<file path="config.mk">
export PLATFORM = sky130hd
export DESIGN_NAME = uart_tx_fifo
export DESIGN_NICKNAME = d
export VERILOG_FILES = /design/src/rtl/uart_tx_fifo_pkg.sv /design/src/rtl/uart_tx_fifo_mem.sv /design/src/rtl/uart_tx_fifo.sv
export SDC_FILE = /design/constraint.sdc
export NUM_CORES = 1
export LEC_CHECK = 0
export BUFFER_PORTS_ARGS = -buffer_cell sky130_fd_sc_hd__buf_4
export CORE_MARGIN = 10
export CORE_UTILIZATION = 58
export CTS_CLUSTER_DIAMETER = 40
export DETAILED_ROUTE_END_ITERATION = 7
export PLACE_DENSITY = 0.88
export REMOVE_ABC_BUFFERS = 1
export SKIP_LAST_GASP = 1
export SLEW_MARGIN = 20
export SYNTH_ARGS = -nofsm -noshare
export SYNTH_HDL_FRONTEND = slang
export SYNTH_SLANG_ARGS = --single-unit
</file>
<file path="constraint.sdc">
create_clock -name clk -period 3.53 [get_ports clk]
set_input_delay 0.5295 -clock clk [delete_from_list [all_inputs] [get_ports clk]]
set_output_delay 0.5295 -clock clk [all_outputs]
set_load 0.01 [all_outputs]
</file>
<file path="src/rtl/uart_tx_fifo_pkg.sv">
// Shared constants for the UART TX buffering path and the MMIO status register.
// Bit positions here are the single source of truth for the status decoder.
package uart_tx_fifo_pkg;

    localparam int unsigned UART_DATA_WIDTH    = 8;
    localparam int unsigned UART_TX_FIFO_DEPTH = 8;

    // MMIO status register bit positions
    localparam int unsigned UART_STAT_TX_FULL_BIT  = 0;
    localparam int unsigned UART_STAT_TX_EMPTY_BIT = 1;

    typedef struct packed {
        logic empty;
        logic full;
    } uart_tx_status_t;

    function automatic uart_tx_status_t uart_tx_status(input logic full, input logic empty);
        uart_tx_status_t s;
        s.full  = full;
        s.empty = empty;
        return s;
    endfunction

endpackage

</file>
<file path="src/rtl/uart_tx_fifo_mem.sv">
// DEPTH x WIDTH register array: synchronous write, asynchronous read.
// Contents are deliberately not reset.
module uart_tx_fifo_mem #(
    parameter int unsigned WIDTH = 8,
    parameter int unsigned DEPTH = 8
) (
    input  logic                     clk_i,
    input  logic                     we_i,
    input  logic [$clog2(DEPTH)-1:0] waddr_i,
    input  logic [WIDTH-1:0]         wdata_i,
    input  logic [$clog2(DEPTH)-1:0] raddr_i,
    output logic [WIDTH-1:0]         rdata_o
);

    logic [WIDTH-1:0] mem_q [DEPTH];

    always_ff @(posedge clk_i) begin
        if (we_i) begin
            mem_q[waddr_i] <= wdata_i;
        end
    end

    assign rdata_o = mem_q[raddr_i];

endmodule

</file>
<file path="src/rtl/uart_tx_fifo.sv">
// First-word-fall-through byte FIFO feeding the UART transmitter.
// Optional zero-latency empty bypass: define UART_TX_FIFO_BYPASS_EN.
module uart_tx_fifo
    import uart_tx_fifo_pkg::*;
#(
    parameter int unsigned WIDTH = UART_DATA_WIDTH,
    parameter int unsigned DEPTH = UART_TX_FIFO_DEPTH
) (
    input  logic                   clk,
    input  logic                   reset,
    input  logic [WIDTH-1:0]       enq_data,
    input  logic                   enq_valid,
    output logic                   enq_ready,
    output logic [WIDTH-1:0]       deq_data,
    output logic                   deq_valid,
    input  logic                   deq_ready,
    output logic [$clog2(DEPTH):0] count,
    output logic                   full,
    output logic                   empty
);

    localparam int unsigned AW = $clog2(DEPTH);
    localparam logic [AW:0] PtrOne = 1;

    // Pointers carry one extra wrap bit to tell full from empty.
    logic [AW:0]      wr_ptr_q, wr_ptr_d;
    logic [AW:0]      rd_ptr_q, rd_ptr_d;
    logic [WIDTH-1:0] head_data;
    logic             enq_fire;
    logic             deq_fire;

    assign full      = (wr_ptr_q[AW-1:0] == rd_ptr_q[AW-1:0]) && (wr_ptr_q[AW] != rd_ptr_q[AW]);
    assign empty     = (wr_ptr_q == rd_ptr_q);
    assign count     = wr_ptr_q - rd_ptr_q;
    assign enq_ready = !full;
    assign deq_fire  = deq_ready && !empty;

`ifdef UART_TX_FIFO_BYPASS_EN
    logic bypass_take;

    // An empty FIFO hands the incoming byte straight to a ready transmitter.
    assign bypass_take = empty && enq_valid && deq_ready;
    assign enq_fire    = enq_valid && !full && !bypass_take;
    assign deq_valid   = empty ? (enq_valid && !reset) : 1'b1;
    assign deq_data    = empty ? enq_data : head_data;
`else
    assign enq_fire    = enq_valid && !full;
    assign deq_valid   = !empty;
    assign deq_data    = head_data;
`endif

    always_comb begin
        wr_ptr_d = wr_ptr_q;
        rd_ptr_d = rd_ptr_q;
        if (enq_fire) begin
            wr_ptr_d = wr_ptr_q + PtrOne;
        end
        if (deq_fire) begin
            rd_ptr_d = rd_ptr_q + PtrOne;
        end
    end

    always_ff @(posedge clk or posedge reset) begin
        if (reset) begin
            wr_ptr_q <= '0;
            rd_ptr_q <= '0;
        end else begin
            wr_ptr_q <= wr_ptr_d;
            rd_ptr_q <= rd_ptr_d;
        end
    end

    uart_tx_fifo_mem #(
        .WIDTH(WIDTH),
        .DEPTH(DEPTH)
    ) u_mem (
        .clk_i  (clk),
        .we_i   (enq_fire),
        .waddr_i(wr_ptr_q[AW-1:0]),
        .wdata_i(enq_data),
        .raddr_i(rd_ptr_q[AW-1:0]),
        .rdata_o(head_data)
    );

endmodule

</file>
==> reports/results.ini <==
[status]
outcome = complete, no violations

[logic_synthesis]
primary_ff_master_synth = sky130_fd_sc_hd__edfxtp_1
synthDistinctLibCells = 29
post_synth_fa_ha_maj_area_fraction_pct = 2.73
synthesis.instances = 168
netlist_top_cells_count = sky130_fd_sc_hd__edfxtp_1, sky130_fd_sc_hd__nand2_1, sky130_fd_sc_hd__inv_1
synth_area_sq_um = 3020
synth.mux.area_fraction_pct = 13.7
seq_area_frac_synth_pct = 70.2
number_of_warnings_issued_by_yosys = 0
post_synth_and_or_nand_nor_area_fraction_pct = 6.34
synth_edf_count = 64
synthArstFlopShare_pct = 11.1
post-synth-top-count-cell = sky130_fd_sc_hd__edfxtp_1
synth_area_per_inst_sq_um = 18.0
ys_top_cells_by_area = sky130_fd_sc_hd__edfxtp_1, sky130_fd_sc_hd__mux4_1, sky130_fd_sc_hd__dfrtp_1
synth_compound_area_share_pct = 1.12
synth_area_leader_cell = sky130_fd_sc_hd__edfxtp_1
synth_top_cell_area_share_pct = 63.6
yosys_register_bits = 72
synth_top_family_by_area = multiplexers
synth_xor_area_share_pct = 3.15

[clocking]
post_cts_buffers = 0
cts-resized-gates = 0
cts_made_buffers = 9
tritoncts = built
clock_path_buffers = 2
clockRootBuffer = sky130_fd_sc_hd__clkbuf_8
htree_num_levels = 3
ctsHoldBuffers = 0
cts.sink_count = 72
clk_pin_slew_ns = 0.07
clk-insertion-delay-late_ns = 0.34

[detailed_routing]
routed_wl_um = 5570
routedWlPerCell_um = 19.7
drc_errors = 0
antenna_left = 0
via_count = 1567
vias_per_cell = 5.54
drtIter0Drc = 129
detail_route.first_pass.iterations = 4

[run]
max_cap_violations = 0

[timing]
finalHoldViolations = 0
final.hold.worst_slack_ns = 0.143
final.min_clock_period_ns = 2.88
rsz0062_at_grt = no
finalCritPeriodShare_pct = 81.5
clock-skew-final_ns = 0.0105
max_freq_mhz = 347
timing_max_transition_violations_final = 0
finalSetupViolations = 0
max-slew-margin-rel_pct = 53.6
tightest_slew_ns = 0.694
totalNegativeSetupSlack_ns = 0

[placed_design]
place.detailed.instances = 267
place_congestion = 0.812
place.port_buffers = 27
detailedPlacementHpwl_um = 3920
placed_area_sq_um = 3320

[grt]
grt_first_pass_wirelength_um = 8860
antenna_found_initial = 0
globalRouteOverflowTotal = 0
grt.met1_usage_pct = 17.4
groute.layer.met3.usage_pct = 4.40
globalRouteMet2Util_pct = 21.7
busiest_layer = met2
grt_max_degree = 22
grt_use_total_pct = 13.8
grt_pass1_vias = 1666

[die]
die_width_um = 92.2
die-height_um = 92.2
floorplan.die_area_sq_um = 8500
core_sq_um = 5070
placementRows = 26
initial_utilization_pct = 59.5
design.portCount = 28

[power_and_ir_drop]
max-vdd-ir-drop_uv = 766
power-per-cell-area_nw_per_um2 = 891
leakage_nw = 1.33
p_total_w = 0.00312

[setup_path]
cpLargestDelayFamily = flip-flops
arrival_ns = 2.35
critPathKind = reg2out
endpoint_kind = output pin
ff2ff_setup_slack_ns = 0.93
critical_path_cell_count = 6
critPathLaunchType = flip-flop
reg2reg_depth = 5
rr_startpoint = rd_ptr_q[2]
maximum_fanout_count_along_the_critical_path = 11
path_buf_inv = 3
worstPathCellList = clkinv_1, ha_1, nand3_1, or2_2, inv_1, buf_4
worstPathRequired_ns = 3.00
timing.critical_path.slowest_stage_cell = sky130_fd_sc_hd__dfrtp_1
critical-path-max-stage-delay_ns = 0.56
worstReg2RegEnd = u_mem.mem_q[5][2]

[cells_and_area]
postLayoutCellArea_sq_um = 3510
share_of_layout_cells_above_drive_strength_1_pct = 30.0
final_cell_count_no_fill = 283
antenna-diode-count = 0
synth_to_final_area_change_pct = 16.0
num-fill-cells = 342
finish.net_count = 226

[hold_path]
hold_path.class = in2async

==> worst max path at each step <==
stage / start / end / slack [ns]
after global placement: rd_ptr_q[2] / u_mem.mem_q[5][5] / 1.05
after global routing: rd_ptr_q[2] / empty / 0.50
after CTS: rd_ptr_q[2] / empty / 0.66
after floorplan: rd_ptr_q[0] / u_mem.mem_q[0][0] / 0.65
after detailed placement: rd_ptr_q[2] / u_mem.mem_q[5][7] / 0.96
final: rd_ptr_q[2] / empty / 0.65
==> state kept, by name, indices dropped and copies added (netlist names) <==
signal and count:
wr_ptr_q 4, rd_ptr_q 4, u_mem.mem_q 64
==> final cells by class <==
cell class              count  area [sq um]  area share [%]
flip-flops and latches     72          2120            60.5
multi-input cells          81           816            23.3
repair buffers             34           255            7.28
clock buffers              10           128            3.64
well taps                  70          87.6            2.50
clock inverters             6          60.1            1.71
inverters                  10          37.5            1.07
==> where the power goes <==
| part | leakage [nW] | switching [W] | internal [W] |
|---|---|---|---|
| registers | 0.675 | 0.000127 | 0.00110 |
| logic | 0.558 | 0.000651 | 0.000634 |
| clock network | 0.0937 | 0.000290 | 0.000323 |
| total | 1.33 | 0.00107 | 0.00206 |
==> stage by stage <==
step	utilization [%]	setup WS (ns)
finish	69.1	0.652
global route	69.1	0.496
CTS	69.1	0.659
detailed placement	65.4	0.956
global placement	65.4	1.05
floorplan	-	0.651
==> cells in the final DEF (no fill, tap or decap), drive strengths merged <==
cell type  instances
dfrtp              8
xnor2              7
nand2             28
inv                9
nor2               4
mux4              16
buf               34
ha                 5
fa                 1
bufinv             1
mux2               2
nor4               1
nor3               4
nand2b             1
a21oi              1
clkbuf            10
edfxtp            64
a21o               1
o21ai              1
clkinvlp           1
clkinv             5
nand3              4
o211ai             1
xor2               3
or2                1
==> cell families (layout without fill, tap and decap cells) <==
kind of cell / Yosys count / count (layout)
buffers and inverters: 15 / 60
muxes: 18 / 18
and+or+nand+nor: 43 / 43
AOI/OAI and AO/OA: 4 / 4
xor gates and xnor gates: 10 / 10
DFF: 72 / 72
adders and majority gates: 6 / 6
==> routing by layer <==
layer	vias to the layer above	share of wire, %
li1	719	-
met1	789	42
met2	50	51
met3	9	5.2
met4	0	1.2
met5	-	0
(Power assumes the default switching activity.)
